`config.mk`:
```
export PLATFORM = sky130hd
export DESIGN_NAME = b16_uart_io
export DESIGN_NICKNAME = d
export VERILOG_FILES = /design/src/rtl/b16_uart_io.sv
export SDC_FILE = /design/constraint.sdc
export NUM_CORES = 1
export LEC_CHECK = 0
export ABC_AREA = 1
export CAP_MARGIN = 20
export CORE_ASPECT_RATIO = 0.75
export CORE_MARGIN = 3
export CORE_UTILIZATION = 64
export DETAILED_ROUTE_END_ITERATION = 10
export GPL_TIMING_DRIVEN = 0
export PLACE_DENSITY = 0.86
export RECOVER_POWER = 25
export SLEW_MARGIN = 20
export SYNTH_ARGS = -nofsm -noshare
export SYNTH_HDL_FRONTEND = slang
export SYNTH_SLANG_ARGS = --single-unit
```
`constraint.sdc`:
```
create_clock -name clk -period 4.8 [get_ports clk]
set_input_delay 0.96 -clock clk [delete_from_list [all_inputs] [get_ports clk]]
set_output_delay 0.96 -clock clk [all_outputs]
set_load 0.05 [all_outputs]
```
`src/rtl/b16_uart_io.sv`:
```
// Memory-mapped 8N1 UART for the b16 I/O page: DATA (addr1=0) and STATUS (addr1=1).
// One-entry TX holding register in front of the shifter, small RX FIFO, sticky ferr/ovr.
module b16_uart_io #(
  parameter int unsigned DIV      = 434,
  parameter int unsigned RX_DEPTH = 4
) (
  input  logic        clk,
  input  logic        reset,
  input  logic        cs,
  input  logic        r,
  input  logic [1:0]  w,
  input  logic        addr1,
  input  logic [15:0] dwrite,
  output logic [15:0] rdata,
  output logic        uart_txd,
  input  logic        uart_rxd,
  output logic        rx_avail
);

  localparam int unsigned AW     = (RX_DEPTH > 1) ? $clog2(RX_DEPTH) : 1;
  localparam logic [15:0] DivM1  = 16'(DIV - 1);
  localparam logic [15:0] HalfM1 = 16'(DIV / 2 - 1);
  localparam logic [AW:0] Depth  = (AW + 1)'(RX_DEPTH);

  typedef enum logic [1:0] {StIdle, StStart, StData, StStop} state_e;

  logic wr_data, rd_data, rd_stat;
  assign wr_data = cs & ~r & w[0] & ~addr1;
  assign rd_data = cs & r & ~addr1;
  assign rd_stat = cs & r & addr1;

  logic unused_bits;
  assign unused_bits = ^{w[1], dwrite[15:8]};

  // ---------------------------------------------------------------- TX
  state_e      tx_state_q, tx_state_d;
  logic [15:0] tx_cnt_q, tx_cnt_d;
  logic [2:0]  tx_bit_q, tx_bit_d;
  logic [7:0]  tx_shift_q, tx_shift_d;
  logic [7:0]  tx_hold_q, tx_hold_d;
  logic        tx_full_q, tx_full_d;
  logic        txd_q, txd_d;
  logic        tx_load, tx_ready;

  assign tx_ready = ~tx_full_q;
  assign uart_txd = txd_q;

  always_comb begin
    tx_state_d = tx_state_q;
    tx_cnt_d   = tx_cnt_q;
    tx_bit_d   = tx_bit_q;
    tx_shift_d = tx_shift_q;
    tx_hold_d  = tx_hold_q;
    tx_full_d  = tx_full_q;
    txd_d      = txd_q;
    tx_load    = 1'b0;
    case (tx_state_q)
      StIdle: begin
        txd_d   = 1'b1;
        tx_load = tx_full_q;
      end
      StStart: begin
        if (tx_cnt_q == 16'd0) begin
          tx_state_d = StData;
          tx_cnt_d   = DivM1;
          tx_bit_d   = 3'd0;
          txd_d      = tx_shift_q[0];
        end else begin
          tx_cnt_d = tx_cnt_q - 16'd1;
        end
      end
      StData: begin
        if (tx_cnt_q == 16'd0) begin
          tx_cnt_d = DivM1;
          if (tx_bit_q == 3'd7) begin
            tx_state_d = StStop;
            txd_d      = 1'b1;
          end else begin
            tx_shift_d = {1'b0, tx_shift_q[7:1]};
            tx_bit_d   = tx_bit_q + 3'd1;
            txd_d      = tx_shift_q[1];
          end
        end else begin
          tx_cnt_d = tx_cnt_q - 16'd1;
        end
      end
      StStop: begin
        if (tx_cnt_q == 16'd0) begin
          // A full holding register chains straight into the next start bit.
          if (tx_full_q) tx_load = 1'b1;
          else           tx_state_d = StIdle;
        end else begin
          tx_cnt_d = tx_cnt_q - 16'd1;
        end
      end
      default: tx_state_d = StIdle;
    endcase
    if (tx_load) begin
      tx_state_d = StStart;
      tx_cnt_d   = DivM1;
      tx_shift_d = tx_hold_q;
      tx_full_d  = 1'b0;
      txd_d      = 1'b0;
    end
    if (wr_data && tx_ready) begin
      tx_hold_d = dwrite[7:0];
      tx_full_d = 1'b1;
    end
  end

  always_ff @(posedge clk or posedge reset) begin
    if (reset) begin
      tx_state_q <= StIdle;
      tx_cnt_q   <= 16'd0;
      tx_bit_q   <= 3'd0;
      tx_shift_q <= 8'h00;
      tx_hold_q  <= 8'h00;
      tx_full_q  <= 1'b0;
      txd_q      <= 1'b1;
    end else begin
      tx_state_q <= tx_state_d;
      tx_cnt_q   <= tx_cnt_d;
      tx_bit_q   <= tx_bit_d;
      tx_shift_q <= tx_shift_d;
      tx_hold_q  <= tx_hold_d;
      tx_full_q  <= tx_full_d;
      txd_q      <= txd_d;
    end
  end

  // ---------------------------------------------------------------- RX
  logic        rx_s1_q, rx_s2_q, rx_prev_q;
  state_e      rx_state_q, rx_state_d;
  logic [15:0] rx_cnt_q, rx_cnt_d;
  logic [2:0]  rx_bit_q, rx_bit_d;
  logic [7:0]  rx_shift_q, rx_shift_d;
  logic        rx_push, ferr_set, ovr_set;
  logic        ferr_q, ovr_q;

  logic [7:0]  mem_q [RX_DEPTH];
  logic [AW:0] wptr_q, rptr_q, count;
  logic        fifo_empty, fifo_full, pop;

  assign count      = wptr_q - rptr_q;
  assign fifo_empty = (count == '0);
  assign fifo_full  = (count == Depth);
  assign pop        = rd_data & ~fifo_empty;
  assign rx_avail   = ~fifo_empty;

  always_comb begin
    rx_state_d = rx_state_q;
    rx_cnt_d   = rx_cnt_q;
    rx_bit_d   = rx_bit_q;
    rx_shift_d = rx_shift_q;
    rx_push    = 1'b0;
    ferr_set   = 1'b0;
    ovr_set    = 1'b0;
    case (rx_state_q)
      StIdle: begin
        if (rx_prev_q && !rx_s2_q) begin
          rx_state_d = StStart;
          rx_cnt_d   = HalfM1;
        end
      end
      StStart: begin
        if (rx_cnt_q == 16'd0) begin
          if (rx_s2_q) begin
            rx_state_d = StIdle;
          end else begin
            rx_state_d = StData;
            rx_cnt_d   = DivM1;
            rx_bit_d   = 3'd0;
          end
        end else begin
          rx_cnt_d = rx_cnt_q - 16'd1;
        end
      end
      StData: begin
        if (rx_cnt_q == 16'd0) begin
          rx_shift_d = {rx_s2_q, rx_shift_q[7:1]};
          rx_cnt_d   = DivM1;
          if (rx_bit_q == 3'd7) rx_state_d = StStop;
          else                  rx_bit_d   = rx_bit_q + 3'd1;
        end else begin
          rx_cnt_d = rx_cnt_q - 16'd1;
        end
      end
      StStop: begin
        if (rx_cnt_q == 16'd0) begin
          rx_state_d = StIdle;
          // A same-cycle pop frees a slot in a full FIFO.
          if (!rx_s2_q)                ferr_set = 1'b1;
          else if (fifo_full && !pop)  ovr_set  = 1'b1;
          else                         rx_push  = 1'b1;
        end else begin
          rx_cnt_d = rx_cnt_q - 16'd1;
        end
      end
      default: rx_state_d = StIdle;
    endcase
  end

  always_ff @(posedge clk or posedge reset) begin
    if (reset) begin
      rx_s1_q    <= 1'b1;
      rx_s2_q    <= 1'b1;
      rx_prev_q  <= 1'b1;
      rx_state_q <= StIdle;
      rx_cnt_q   <= 16'd0;
      rx_bit_q   <= 3'd0;
      rx_shift_q <= 8'h00;
      ferr_q     <= 1'b0;
      ovr_q      <= 1'b0;
      wptr_q     <= '0;
      rptr_q     <= '0;
    end else begin
      rx_s1_q    <= uart_rxd;
      rx_s2_q    <= rx_s1_q;
      rx_prev_q  <= rx_s2_q;
      rx_state_q <= rx_state_d;
      rx_cnt_q   <= rx_cnt_d;
      rx_bit_q   <= rx_bit_d;
      rx_shift_q <= rx_shift_d;
      ferr_q     <= ferr_set | (ferr_q & ~rd_stat);
      ovr_q      <= ovr_set | (ovr_q & ~rd_stat);
      if (pop)     rptr_q <= rptr_q + 1'b1;
      if (rx_push) wptr_q <= wptr_q + 1'b1;
    end
  end

  always_ff @(posedge clk) begin
    if (rx_push) mem_q[wptr_q[AW-1:0]] <= rx_shift_d;
  end

  always_comb begin
    rdata = 16'h0000;
    if (addr1)            rdata = {12'h000, ferr_q, ovr_q, tx_ready, rx_avail};
    else if (!fifo_empty) rdata = {8'h00, mem_q[rptr_q[AW-1:0]]};
  end

endmodule

```
==> out/qor.yml <==
wirelength_um: 12900
core_area_sq_um: 8670
post-dp-hpwl_um: 8820
initial_core_util: 0.675
synth_cells: 667
synth_edf_count: 32
syn_area_sq_um: 5850
cts_buffer_depth: 2
fmax_ghz: 0.220
clock_sinks: 111
rows: 29
dr.pass1.iters: 5
hold_path_class: "reg -> reg"
cts-buffers-inserted: 9
antenna_found_initial: 0
ys_ff_latch: 111
met2_length_um: 6140
drcViolationCount: 0
max_cap_violations: 0
cts_tree: "done"
ys_seq_area_frac: 0.503
grt_pass1_wl_um: 21600
insertion_delay_ns: 0.35
end_kind: "primary output"
hold_buffers: 0
synth_area_per_cell_sq_um: 8.77
gr-total-overflow: 0
hold_viol: 0
ant_nets: 0
nets: 756
ys.flop_type: "dfrtp_1"
h-tree-depth: 3
die_area_sq_um: 10300
worstPathMaxFanout: 10
grt_start_max_net_pins: 61
powerDensity_nw_per_um2: 434
worstPathRequired_ns: 3.84
globalplace.congestion: 0.930
drv_slew: 0
path_clk_slew_ns: 0.08
outcome: "complete, no violations"
portBuffers: 24
rsz0062_at_grt: "false"
fin_tns_setup_ns: 0
p_leak_uw: 0.00309
ir_worst_vdd_mv: 0.303
grt_pass1_vias: 4540
met1_length_um: 5690
clockRootBuffer: "clkbuf_16"
vias: 4743
async_flop_share: 0.712
ys_warn_count: 0
areaGrowthSynthToFinish_pct: 12.3
fin_crit_sh: 0.945
clock_skew_ns: 0.00693
drt_iter0_drc: 380
drive_above_1_share: 0.102
cp_data_arrival_time_ns: 3.58
startpoint_type: "register"
ys_types: 44
die_h_um: 88.8
ctsResizeCount: 0
worst-setup-path-type: "reg -> out"
vias_per_cell: 5.76
boundaryPins: 42
relSlewSlack: 0.0245
design_area_sq_um: 6570
top_layer: "met4"
wl_met3_um: 877
placed_area_sq_um: 6280
die_x_um: 116
grt_usage: 0.271
postCtsSetupRepairBufs: 0
period_minus_slack_ns: 4.54
wl_per_cell_um: 15.7
tightest_slew_ns: 1.46
n_antenna_cell: 0
setup_viol: 0
==> kinds of logic after synthesis <==
family / Yosys count / share of synthesized area
AOI/OAI and AO/OA: 93 / 0.0913
xor gates and xnor gates: 22 / 0.0329
adders and majority gates: 22 / 0.0470
buffers and inverters: 90 / 0.0678
DFF: 111 / 0.503
muxes: 7 / 0.0135
other: 1 / 0.000641
and+or+nand+nor: 321 / 0.244
==> flip-flops by register name (all words and copies together), names as in the netlist, 2 cells and up, named ones only <==
| signal | cells |
|---|---|
| tx_state_q | 2 |
| rx_cnt_q | 16 |
| rx_bit_q | 3 |
| tx_bit_q | 3 |
| wptr_q | 3 |
| tx_shift_q | 8 |
| rx_shift_q | 8 |
| tx_hold_q | 8 |
| mem_q | 32 |
| rptr_q | 3 |
| tx_cnt_q | 16 |
==> power breakdown <==
part / total [uW] / switching, uW / internal, uW
Clock: 776 / 360 / 416
Combinational: 942 / 633 / 309
Sequential: 1130 / 83.0 / 1050
Total: 2850 / 1080 / 1780
==> per-layer routing <==
layer,GRT usage,vias up
met5,0,-
met4,0.0980,0
met2,0.435,182
met3,0.0547,30
li1,-,2273
met1,0.370,2258
==> Yosys cell counts (2+ instances only) <==
cell type	instances	share of area
nand3_1	52	0.044
nor3_1	4	0.0034
nor2_4	3	0.0058
buf_6	3	0.0058
or2_2	2	0.0021
dfrtp_1	75	0.32
o22ai_1	3	0.0032
ha_1	22	0.047
nand2_2	4	0.0043
xor2_1	17	0.025
o21ai_2	2	0.0030
dfstp_2	4	0.018
o21ai_0	36	0.031
buf_2	4	0.0034
mux2_2	7	0.013
nor2_2	4	0.0043
buf_4	8	0.010
xnor2_1	5	0.0075
a21oi_1	15	0.013
o31ai_1	2	0.0026
edfxtp_1	32	0.16
inv_1	62	0.040
a32o_1	3	0.0051
o2111ai_1	7	0.010
nand2_1	153	0.098
inv_2	6	0.0038
nand3b_1	2	0.0026
clkbuf_1	6	0.0038
nand2_4	3	0.0058
o21ai_1	21	0.018
nor2_1	84	0.054
nand4_1	4	0.0043
==> stage by stage <==
stage / power (uW) / cells / setup slack (ns) / hold WS, ns / util
after floorplan: 1810 / 674 / 0.715 / 0.345 / -
after global routing: 3010 / 823 / 0.00675 / 0.372 / 0.758
final: 2850 / 823 / 0.263 / 0.372 / 0.758
after CTS: 2860 / 823 / 0.246 / 0.366 / 0.760
after global placement: 2020 / 806 / 0.620 / 0.360 / 0.721
after detailed placement: 2070 / 807 / 0.756 / 0.359 / 0.724
==> final timing paths <==
path | startpoint | endpoint | slack [ns] | depth (start not counted)
max in group asynchronous | reset | rx_cnt_q[13] | 1.72 | 3
worst max register to register | rptr_q[1] | mem_q[3][3] | 1.32 | 10
worst min register to register | rx_s1_q | rx_s2_q | 0.37 | 0
min in group asynchronous | reset | ovr_q | 1.20 | 2
worst max-delay path | rptr_q[1] | rdata[5] | 0.26 | 9
worst min-delay path | rx_s1_q | rx_s2_q | 0.37 | 0
==> worst max-delay path, cell delays in order (launching register included) <==
cell	delay [ns]
dfrtp_1	0.49
inv_1	0.16
clkbuf_1	0.43
ha_1	0.36
a21oi_1	0.19
xor2_1	0.10
nand2_1	0.18
nand2_1	0.23
a21oi_1	0.23
clkdlybuf4s50_1	0.84
==> final cells by class <==
class / instances / area [sq um]
clock inverters: 7 / 87.6
fillers: 597 / 2100
clock buffers: 9 / 225
plain buffers: 21 / 136
well taps: 108 / 135
flip-flops and latches: 111 / 2940
multi-input cells: 473 / 2540
inverters: 69 / 262
repair buffers: 25 / 245
==> placed cells by master, fill, tap and decap left out, drive strengths merged <==
cell and instances:
a22oi 1, nand3b 3, nand3 53, dfstp 4
conb 8, clkdlybuf4s50 22, dfrtp 75, nand4 5
ha 22, a32o 3, clkinv 3, xnor2 5
mux2 7, o21a 1, o22ai 3, xor2 17
inv 71, clkinvlp 1, a22o 1, buf 15
clkbuf 16, o2111ai 7, nand2 160, nor2 92
edfxtp 32, o21ai 59, o211ai 1, nor3b 1
nor3 5, o31ai 2, or2 2, dlygate4sd3 2
bufinv 1, a21oi 15
No activity file was read; power rests on OpenSTA's default activity.
